==> config.mk <==
export PLATFORM = sky130hd
export DESIGN_NAME = coproc_cmd_issuer
export DESIGN_NICKNAME = d
export VERILOG_FILES = /design/src/rtl/coproc_cmd_pkg.sv /design/src/rtl/coproc_cmd_issuer_fifo.sv /design/src/rtl/coproc_cmd_issuer.sv
export SDC_FILE = /design/constraint.sdc
export NUM_CORES = 1
export LEC_CHECK = 0
export CAP_MARGIN = 20
export CORE_MARGIN = 1.5
export CORE_UTILIZATION = 40
export DETAILED_ROUTE_END_ITERATION = 16
export GPL_TIMING_DRIVEN = 0
export PLACE_DENSITY = 0.6
export SETUP_SLACK_MARGIN = 0.05
export SYNTH_ARGS = -nofsm -noshare
export SYNTH_HDL_FRONTEND = slang
export SYNTH_SLANG_ARGS = --single-unit
==> constraint.sdc <==
create_clock -name clk -period 2.4 [get_ports clk]
set_input_delay 0.6 -clock clk [delete_from_list [all_inputs] [get_ports clk]]
set_output_delay 0.6 -clock clk [all_outputs]
set_load 0.05 [all_outputs]
==> src/rtl/coproc_cmd_pkg.sv <==
`default_nettype none
// ============================================================================
// Module   : coproc_cmd_pkg
// Purpose  : Shared command type, FSM state encoding and widths for the
//            coprocessor command issuer.
// Revision : 1.0 - initial release
// ============================================================================
package coproc_cmd_pkg;

    localparam int c_FUNC_W     = 3;
    localparam int c_CMD_W      = 5;
    localparam int c_DONE_CNT_W = 8;
    localparam int c_WAIT_CNT_W = 20;

    typedef struct packed {
        logic                img_idx;
        logic                gray;
        logic [c_FUNC_W-1:0] func;
    } coproc_cmd_t;

    typedef enum logic [1:0] {
        IDLE   = 2'd0,
        LAUNCH = 2'd1,
        WAIT   = 2'd2
    } issuer_state_t;

endpackage
`default_nettype wire

==> src/rtl/coproc_cmd_issuer_fifo.sv <==
`default_nettype none
// ============================================================================
// Module   : cmd_fifo
// Purpose  : Power-of-two command FIFO; a push while full is accepted only
//            when a pop happens on the same edge, otherwise it is dropped.
// Revision : 1.0 - initial release
// ============================================================================
module cmd_fifo
    import coproc_cmd_pkg::*;
#(
    parameter int DEPTH = 4
) (
    input  logic                     clk,
    input  logic                     rst_n,
    input  logic                     push,
    input  logic [c_CMD_W-1:0]       wdata,
    input  logic                     pop,
    output logic [c_CMD_W-1:0]       rdata,
    output logic                     full,
    output logic                     empty,
    output logic [$clog2(DEPTH):0]   count,
    output logic                     drop
);

    localparam int              c_AW       = $clog2(DEPTH);
    localparam logic [c_AW:0]   c_FULL_CNT = (c_AW + 1)'(DEPTH);

    coproc_cmd_t        r_mem [DEPTH];
    logic [c_AW-1:0]    r_wr_ptr;
    logic [c_AW-1:0]    r_rd_ptr;
    logic [c_AW:0]      r_count;
    logic               w_do_push;
    logic               w_do_pop;

    assign full      = (r_count == c_FULL_CNT);
    assign empty     = (r_count == '0);
    assign count     = r_count;
    assign w_do_pop  = pop && !empty;
    assign w_do_push = push && (!full || w_do_pop);
    assign drop      = push && !w_do_push;
    assign rdata     = r_mem[r_rd_ptr];

    // Storage needs no reset: occupancy alone decides what is valid.
    always_ff @(posedge clk) begin
        if (w_do_push) begin
            r_mem[r_wr_ptr] <= coproc_cmd_t'(wdata);
        end
    end

    always_ff @(posedge clk or negedge rst_n) begin
        if (!rst_n) begin
            r_wr_ptr <= '0;
            r_rd_ptr <= '0;
            r_count  <= '0;
        end else begin
            if (w_do_push) begin
                r_wr_ptr <= r_wr_ptr + 1'b1;
            end
            if (w_do_pop) begin
                r_rd_ptr <= r_rd_ptr + 1'b1;
            end
            case ({w_do_push, w_do_pop})
                2'b10:   r_count <= r_count + 1'b1;
                2'b01:   r_count <= r_count - 1'b1;
                default: r_count <= r_count;
            endcase
        end
    end

endmodule
`default_nettype wire

==> src/rtl/coproc_cmd_issuer.sv <==
`default_nettype none
// ============================================================================
// Module   : coproc_cmd_issuer
// Purpose  : Queues coprocessor commands and issues them one at a time with a
//            start pulse, waiting for done or aborting on timeout.
// Revision : 1.0 - initial release
// ============================================================================
module coproc_cmd_issuer
    import coproc_cmd_pkg::*;
#(
    parameter int DEPTH   = 4,
    parameter int TIMEOUT = 1048576
) (
    input  logic                        clk,
    input  logic                        rst_n,
    input  logic                        cmd_we,
    input  logic [c_CMD_W-1:0]          cmd_wdata,
    input  logic                        err_clr,
    output logic                        cmd_full,
    output logic [$clog2(DEPTH):0]      cmd_count,
    output logic                        busy,
    output logic                        ovf,
    output logic                        timeout,
    output logic [c_DONE_CNT_W-1:0]     done_cnt,
    output logic                        start_n,
    output logic [c_FUNC_W-1:0]         func,
    output logic                        gray,
    output logic                        img_idx,
    input  logic                        rdy,
    input  logic                        done
);

    localparam logic [c_WAIT_CNT_W-1:0] c_WAIT_LAST = c_WAIT_CNT_W'(TIMEOUT - 1);

    issuer_state_t              r_state;
    logic                       r_push;
    logic [c_CMD_W-1:0]         r_wdata;
    logic                       r_err_clr;
    logic [c_WAIT_CNT_W-1:0]    r_wait_cnt;
    coproc_cmd_t                w_head;
    logic                       w_empty;
    logic                       w_drop;
    logic                       w_launch;
    logic                       w_wait_last;

    // Host writes and clears pass through one register stage together, so a
    // clear and a push issued on the same edge also meet on the same edge.
    always_ff @(posedge clk or negedge rst_n) begin
        if (!rst_n) begin
            r_push    <= 1'b0;
            r_wdata   <= '0;
            r_err_clr <= 1'b0;
        end else begin
            r_push    <= cmd_we;
            r_wdata   <= cmd_wdata;
            r_err_clr <= err_clr;
        end
    end

    cmd_fifo #(
        .DEPTH (DEPTH)
    ) u_cmd_fifo (
        .clk   (clk),
        .rst_n (rst_n),
        .push  (r_push),
        .wdata (r_wdata),
        .pop   (w_launch),
        .rdata (w_head),
        .full  (cmd_full),
        .empty (w_empty),
        .count (cmd_count),
        .drop  (w_drop)
    );

    assign w_launch    = (r_state == IDLE) && !w_empty && rdy;
    assign w_wait_last = (r_wait_cnt == c_WAIT_LAST);
    assign busy        = (r_state != IDLE);

    always_ff @(posedge clk or negedge rst_n) begin
        if (!rst_n) begin
            ovf <= 1'b0;
        end else if (w_drop) begin
            ovf <= 1'b1;
        end else if (r_err_clr) begin
            ovf <= 1'b0;
        end
    end

    always_ff @(posedge clk or negedge rst_n) begin
        if (!rst_n) begin
            r_state    <= IDLE;
            start_n    <= 1'b1;
            func       <= '0;
            gray       <= 1'b0;
            img_idx    <= 1'b0;
            done_cnt   <= '0;
            timeout    <= 1'b0;
            r_wait_cnt <= '0;
        end else begin
            // Clear first so a timeout set later in this block takes priority.
            if (r_err_clr) begin
                timeout <= 1'b0;
            end
            case (r_state)
                IDLE: begin
                    if (w_launch) begin
                        r_state <= LAUNCH;
                        start_n <= 1'b0;
                        func    <= w_head.func;
                        gray    <= w_head.gray;
                        img_idx <= w_head.img_idx;
                    end
                end
                LAUNCH: begin
                    r_state    <= WAIT;
                    start_n    <= 1'b1;
                    r_wait_cnt <= '0;
                end
                WAIT: begin
                    if (done) begin
                        r_state  <= IDLE;
                        done_cnt <= done_cnt + 1'b1;
                    end else if (w_wait_last) begin
                        r_state <= IDLE;
                        timeout <= 1'b1;
                    end else begin
                        r_wait_cnt <= r_wait_cnt + 1'b1;
                    end
                end
                default: begin
                    r_state <= IDLE;
                    start_n <= 1'b1;
                end
            endcase
        end
    end

endmodule
`default_nettype wire

======== After elaboration in Yosys (flattened, before gate mapping) ========
Memories as Yosys holds them, arrays and structs flattened. A register that Yosys moved wholly into a read port is not among the register bits.
Cells that the tools add are included.
cells by class
  add/sub/neg operators ................... 6
  equal/unequal tests ..................... 10
  bitwise operators ....................... 1
  reduce and logical (&&, ||, !) cells .... 21
  mux-type cells .......................... 18
operators by type and width
  operator               count
  $mux 20                2
  $pmux 20 s2            1
  $add 20x1->20 const B  1
  $eq 20x20->1 const B   1
  $mux 1                 9
  $add 8x1->8 const B    1
  $reduce_and 2->1       4
  $reduce_bool 2->1      4
  $mux 2                 3
  $pmux 2 s3             1
  $pmux 3 s2             1
  $logic_and 1x1->1      5
  $add 2x1->2 const B    2
  $eq 2x1->1 const B     2
  $eq 2x2->1 const B     2
  $logic_not 1->1        4
  $ne 2x2->1 const B     2
  $add 3x1->3 const B    1
  $eq 3x3->1 const B     1
  $logic_not 3->1        1
  $ne 3x3->1 const B     1
  $reduce_and 3->1       1
  $sub 3x1->3 const B    1
  $logic_not 2->1        1
  other kinds (4)        4
storage, ports and cells
  bits in registers ....................... 47
  output and inout port bits .............. 21
  RAM bits ................................ 20
  word-level logic and storage cells ...... 69
  bits of input ports ..................... 11
  memories ................................ 1
memory list
  memory            words  bits a word  rd ports  clocked after Yosys merged registers in  write ports  RTL line                      source
  u_cmd_fifo.r_mem  4      5            1         1                                        1            coproc_cmd_issuer_fifo.sv:28  coproc_cmd_t r_mem [DEPTH];

======== Depth between registers and ports, before layout ========
  word-level depth ........................ 10
  mapped depth ............................ 8
  depth with buffers taken out ............ 7

======== Modules after synthesis ========
From an unflattened synthesis, not the netlist that was laid out.
second synthesis, totals
  cell total of the unflattened synthesis .. 260
  area, all modules ....................... 3186.8 µm²
by module, submodules not included
  module             cells each  sequential area each (µm²)  instances  area each (µm²)
  coproc_cmd_issuer  193         1127.3                      1          2018.2
  cmd_fifo           67          775.7                       1          1168.6

======== Worst setup path after synthesis ========
OpenSTA, ideal clock, no wires.
  kind .................................... input port to flip-flop
  start ................................... in rdy
  end ..................................... reg u_cmd_fifo.r_count[2] (netlist: u_cmd_fifo.count[2])
  library setup time ...................... 0.082 ns
  data arrival time ....................... 2.019 ns
  buffers on the path ..................... 0
  required time ........................... 2.318 ns
  stages .................................. 6
  path slack .............................. 0.299 ns
  cell sequence ........................... nor3b_1 > o31a_1 > nand2_1 > fa_1 > o31ai_1 > xor2_1
between the ends
  word-level cells in the longest chain between the ends .. 6
  elaborated cells on any way between the ends .. 8
  those cells by class .................... eq/ne (2); mux (1); reduce/logical (5)
ends and longest elaborated chain
  item                                             RTL line                      source
  from (decl)                                      coproc_cmd_issuer.sv:29       input logic rdy,
  $logic_and 1x1->1 *                              coproc_cmd_issuer.sv:75       assign w_launch = (r_state == IDLE) && !w_empty && rdy;
  $logic_and 1x1->1 *                              coproc_cmd_issuer_fifo.sv:38  assign w_do_pop = pop && !empty;
  $logic_or 1x1->1                                 coproc_cmd_issuer_fifo.sv:39  assign w_do_push = push && (!full || w_do_pop);
  $logic_and 1x1->1                                coproc_cmd_issuer_fifo.sv:39
  $eq 2x1->1 or $eq 2x2->1 (tied branches)         coproc_cmd_issuer_fifo.sv:62  case ({w_do_push, w_do_pop})
  $pmux 3 s2 or $reduce_bool 2->1 (tied branches)  -
  to (signal assigned)                             coproc_cmd_issuer_fifo.sv:63  2'b10: r_count <= r_count + 1'b1;
  to (signal assigned)                             coproc_cmd_issuer_fifo.sv:64  2'b01: r_count <= r_count - 1'b1;
  to (signal assigned)                             coproc_cmd_issuer_fifo.sv:65  default: r_count <= r_count;
  to (decl)                                        coproc_cmd_issuer_fifo.sv:31  logic [c_AW:0] r_count;
Mark *: on every way between the ends. The rest lies on a longest branch, timed or not.
A chain may end at the register's enable or synchronous reset.

======== Worst setup path after layout ========
Same ends and word-level chain as after synthesis.

==> reports/metrics.cfg <==
[critical_path]
worstPathArrival_ps = 2550
max_stage_delay_ps = 470
slowest_stage = clkdlybuf4s50_1
cp_cell_sequence = clkdlybuf4s50_1, nor3b_2, o31a_1, nand2_1, fa_1, o31ai_1, xor2_1
cp.required_ps = 2660
critPathKind = primary input to register
start_kind = primary input
crit_fanout = 4
critPathCaptureType = register

[outcome]
status = complete, no violations

[clocking]
clockBufferDepth = 2
insertion_delay_ps = 330
cts_hold_buf = 0
root_buffer = clkbuf_8
htreeDepth = 3
cts_tree = built
cts.reportedPaths.clkPinSlew_ps = 80
clock_sinks = 72
cts_buffers = 9

[synth]
synth_nets = 268
ys_seq_area_frac = 0.597
netlist_area_mm2 = 0.00319
postSynth.asyncResetShare = 0.722
post-synth-top-count-cell = dfrtp_1
syn_inst = 250
synth-seq-cells = 72
ys_warn_count = 0
synth_area_per_cell_um2 = 12.8
ys_types = 48
synthFlopType = dfrtp_1
yosysTopAreaCellShare = 0.400
synth_commonest_cells = 51 x dfrtp_1, 20 x edfxtp_1, 19 x nand2_1
synth_edf_count = 20
synth_area_leaders = dfrtp_1 40%, edfxtp_1 19%, mux4_2 3.5%, ha_1 2.4%, nand3_1 2.4%
yosysTopAreaCell = dfrtp_1

[route]
wirelength_um = 6000
dr.pass1.iters = 4
viasPerCell = 5.24
drc = 0
wire_per_inst_um = 15.0
vias = 2096
drtIter0Drc = 114
ant_nets = 0

[finish]
fin_util = 0.497
drive_above_1_share = 0.134
antenna_cells = 0
area_growth_syn_to_layout_pct = 20.4
fin_nets = 311
stdcell_count = 400

[sta]
fin_tns_setup_ps = 0
slew_headroom = 0.486
tightest_slew_ps = 763
grt_setup_unrepaired = yes
setup_viol = 0
max_freq_mhz = 436
fin_crit_sh = 0.955
period_needed_ps = 2290
slew_violations = 0
skew_ps = 6.62
hold_viol = 0

[global_routing]
grt-ovfl-total = 0
antenna_found_initial = 0
grt_pass1_vias = 2046
grt_max_degree = 39
grt_pass1_wl_um = 10100
grt_util_all_layers = 0.155

[floorplanning]
ios = 32
start_util = 0.413
fp.dieW_um = 92.3
core_mm2 = 0.00773
die-area_mm2 = 0.00852
rows = 32
die_h_um = 92.3

[place]
io_buffers = 31
dpl.hpwl_um = 4180
place_congestion = 0.745
place_inst = 384

[job]
maxCapViolCount = 0

[power]
p_leak_nw = 1.57
power.density_mw_per_mm2 = 1110
peakVddDrop_mv = 0.629

[worst_hold_path]
worst_hold_path_type = primary input to asynchronous set/reset pin

## layer usage
| metal | GRT usage | wire length, µm |
|---|---|---|
| met2 | 0.229 | 2810 |
| met4 | 0.0679 | 66 |
| met1 | 0.221 | 2910 |
| met3 | 0.0337 | 222 |
| met5 | 0 | 0 |
## sequential cells by signal, summed over array words and instances, names as in the netlist, 2 cells and up
register / flops
r_wait_cnt: 20
func: 3
u_cmd_fifo.count: 3
u_cmd_fifo.r_mem: 20
r_wdata: 5
u_cmd_fifo.r_wr_ptr: 2
done_cnt: 8
r_state: 2
u_cmd_fifo.r_rd_ptr: 2
## worst paths after layout
check | startpoint | end | slack [ps] | cells after the start
hold / removal | rst_n | gray | 180 | 1
min in group clk | done_cnt[7] | done_cnt[7] | 480 | 1
setup reg to reg | r_state[1] | u_cmd_fifo.count[2] | 340 | 6
setup / recovery | rdy | u_cmd_fifo.count[2] | 110 | 7
max in group asynchronous | rst_n | start_n | 1620 | 2
hold reg to reg | done_cnt[7] | done_cnt[7] | 480 | 1
## cell usage in the layout (no fill, tap or decap), types with 8 or more instances in the layout
master            n
clkbuf_8          9
nand2_1          19
inv_1            13
and3_1            8
nand3_1          15
clkdlybuf4s50_1  28
xnor2_1           8
o21ai_0          11
nor2_1            8
edfxtp_1         20
dfrtp_1          51
o31ai_1           8
## what timing repair did
item	4_1_cts	5_1_grt
endpoints found under the setup margin	3	1
setup buffers	0	0
hold endpoints to repair	0	0
gates resized for setup	3	0
## power by group
group | internal [mW] | switching, mW
sequential | 1.54 | 0.192
combinational | 0.602 | 0.997
clock | 0.482 | 0.462
## area by class of cell
| class | instances | area [µm²] |
|---|---|---|
| sequential | 72 | 1900 |
| timing repair buffer | 32 | 323 |
| clock inverter | 7 | 70.1 |
| tap | 102 | 128 |
| inverter | 13 | 48.8 |
| clock buffer | 9 | 124 |
| fill | 688 | 3890 |
| buffer | 11 | 66.3 |
| multi-input combinational | 154 | 1180 |
## stage by stage
step | hold WS, ps | setup slack, ps | power, mW | instance area (µm²)
after floorplan | 304 | 299 | 2.86 | 3190
after global placement | 461 | -984 | 3.35 | 3630
after detailed placement | 467 | -375 | 3.38 | 3640
after CTS | 184 | 97.8 | 4.33 | 3840
after global routing | 208 | 31.3 | 4.52 | 3840
final | 180 | 107 | 4.27 | 3840
## logic make-up (layout without fill, tap and decap cells)
family                     Yosys count  after routing  synth area share
DFF                                 72             72             0.597
adders and majority gates            7              7            0.0298
buffers and inverters               24             72            0.0361
muxes                               18             18            0.0785
xor gates and xnor gates            12             12            0.0330
and+or+nand+nor                     77             77             0.136
AOI/OAI and AO/OA                   40             40            0.0902
## worst max-delay path, delay by kind of cell
family                     cells  cell delay, ps
AOI/OAI and AO/OA              2             540
buffers and inverters          1             470
adders and majority gates      1             390
and+or+nand+nor                2             380
xor gates and xnor gates       1             170
Power figures use the tool's default switching activity.
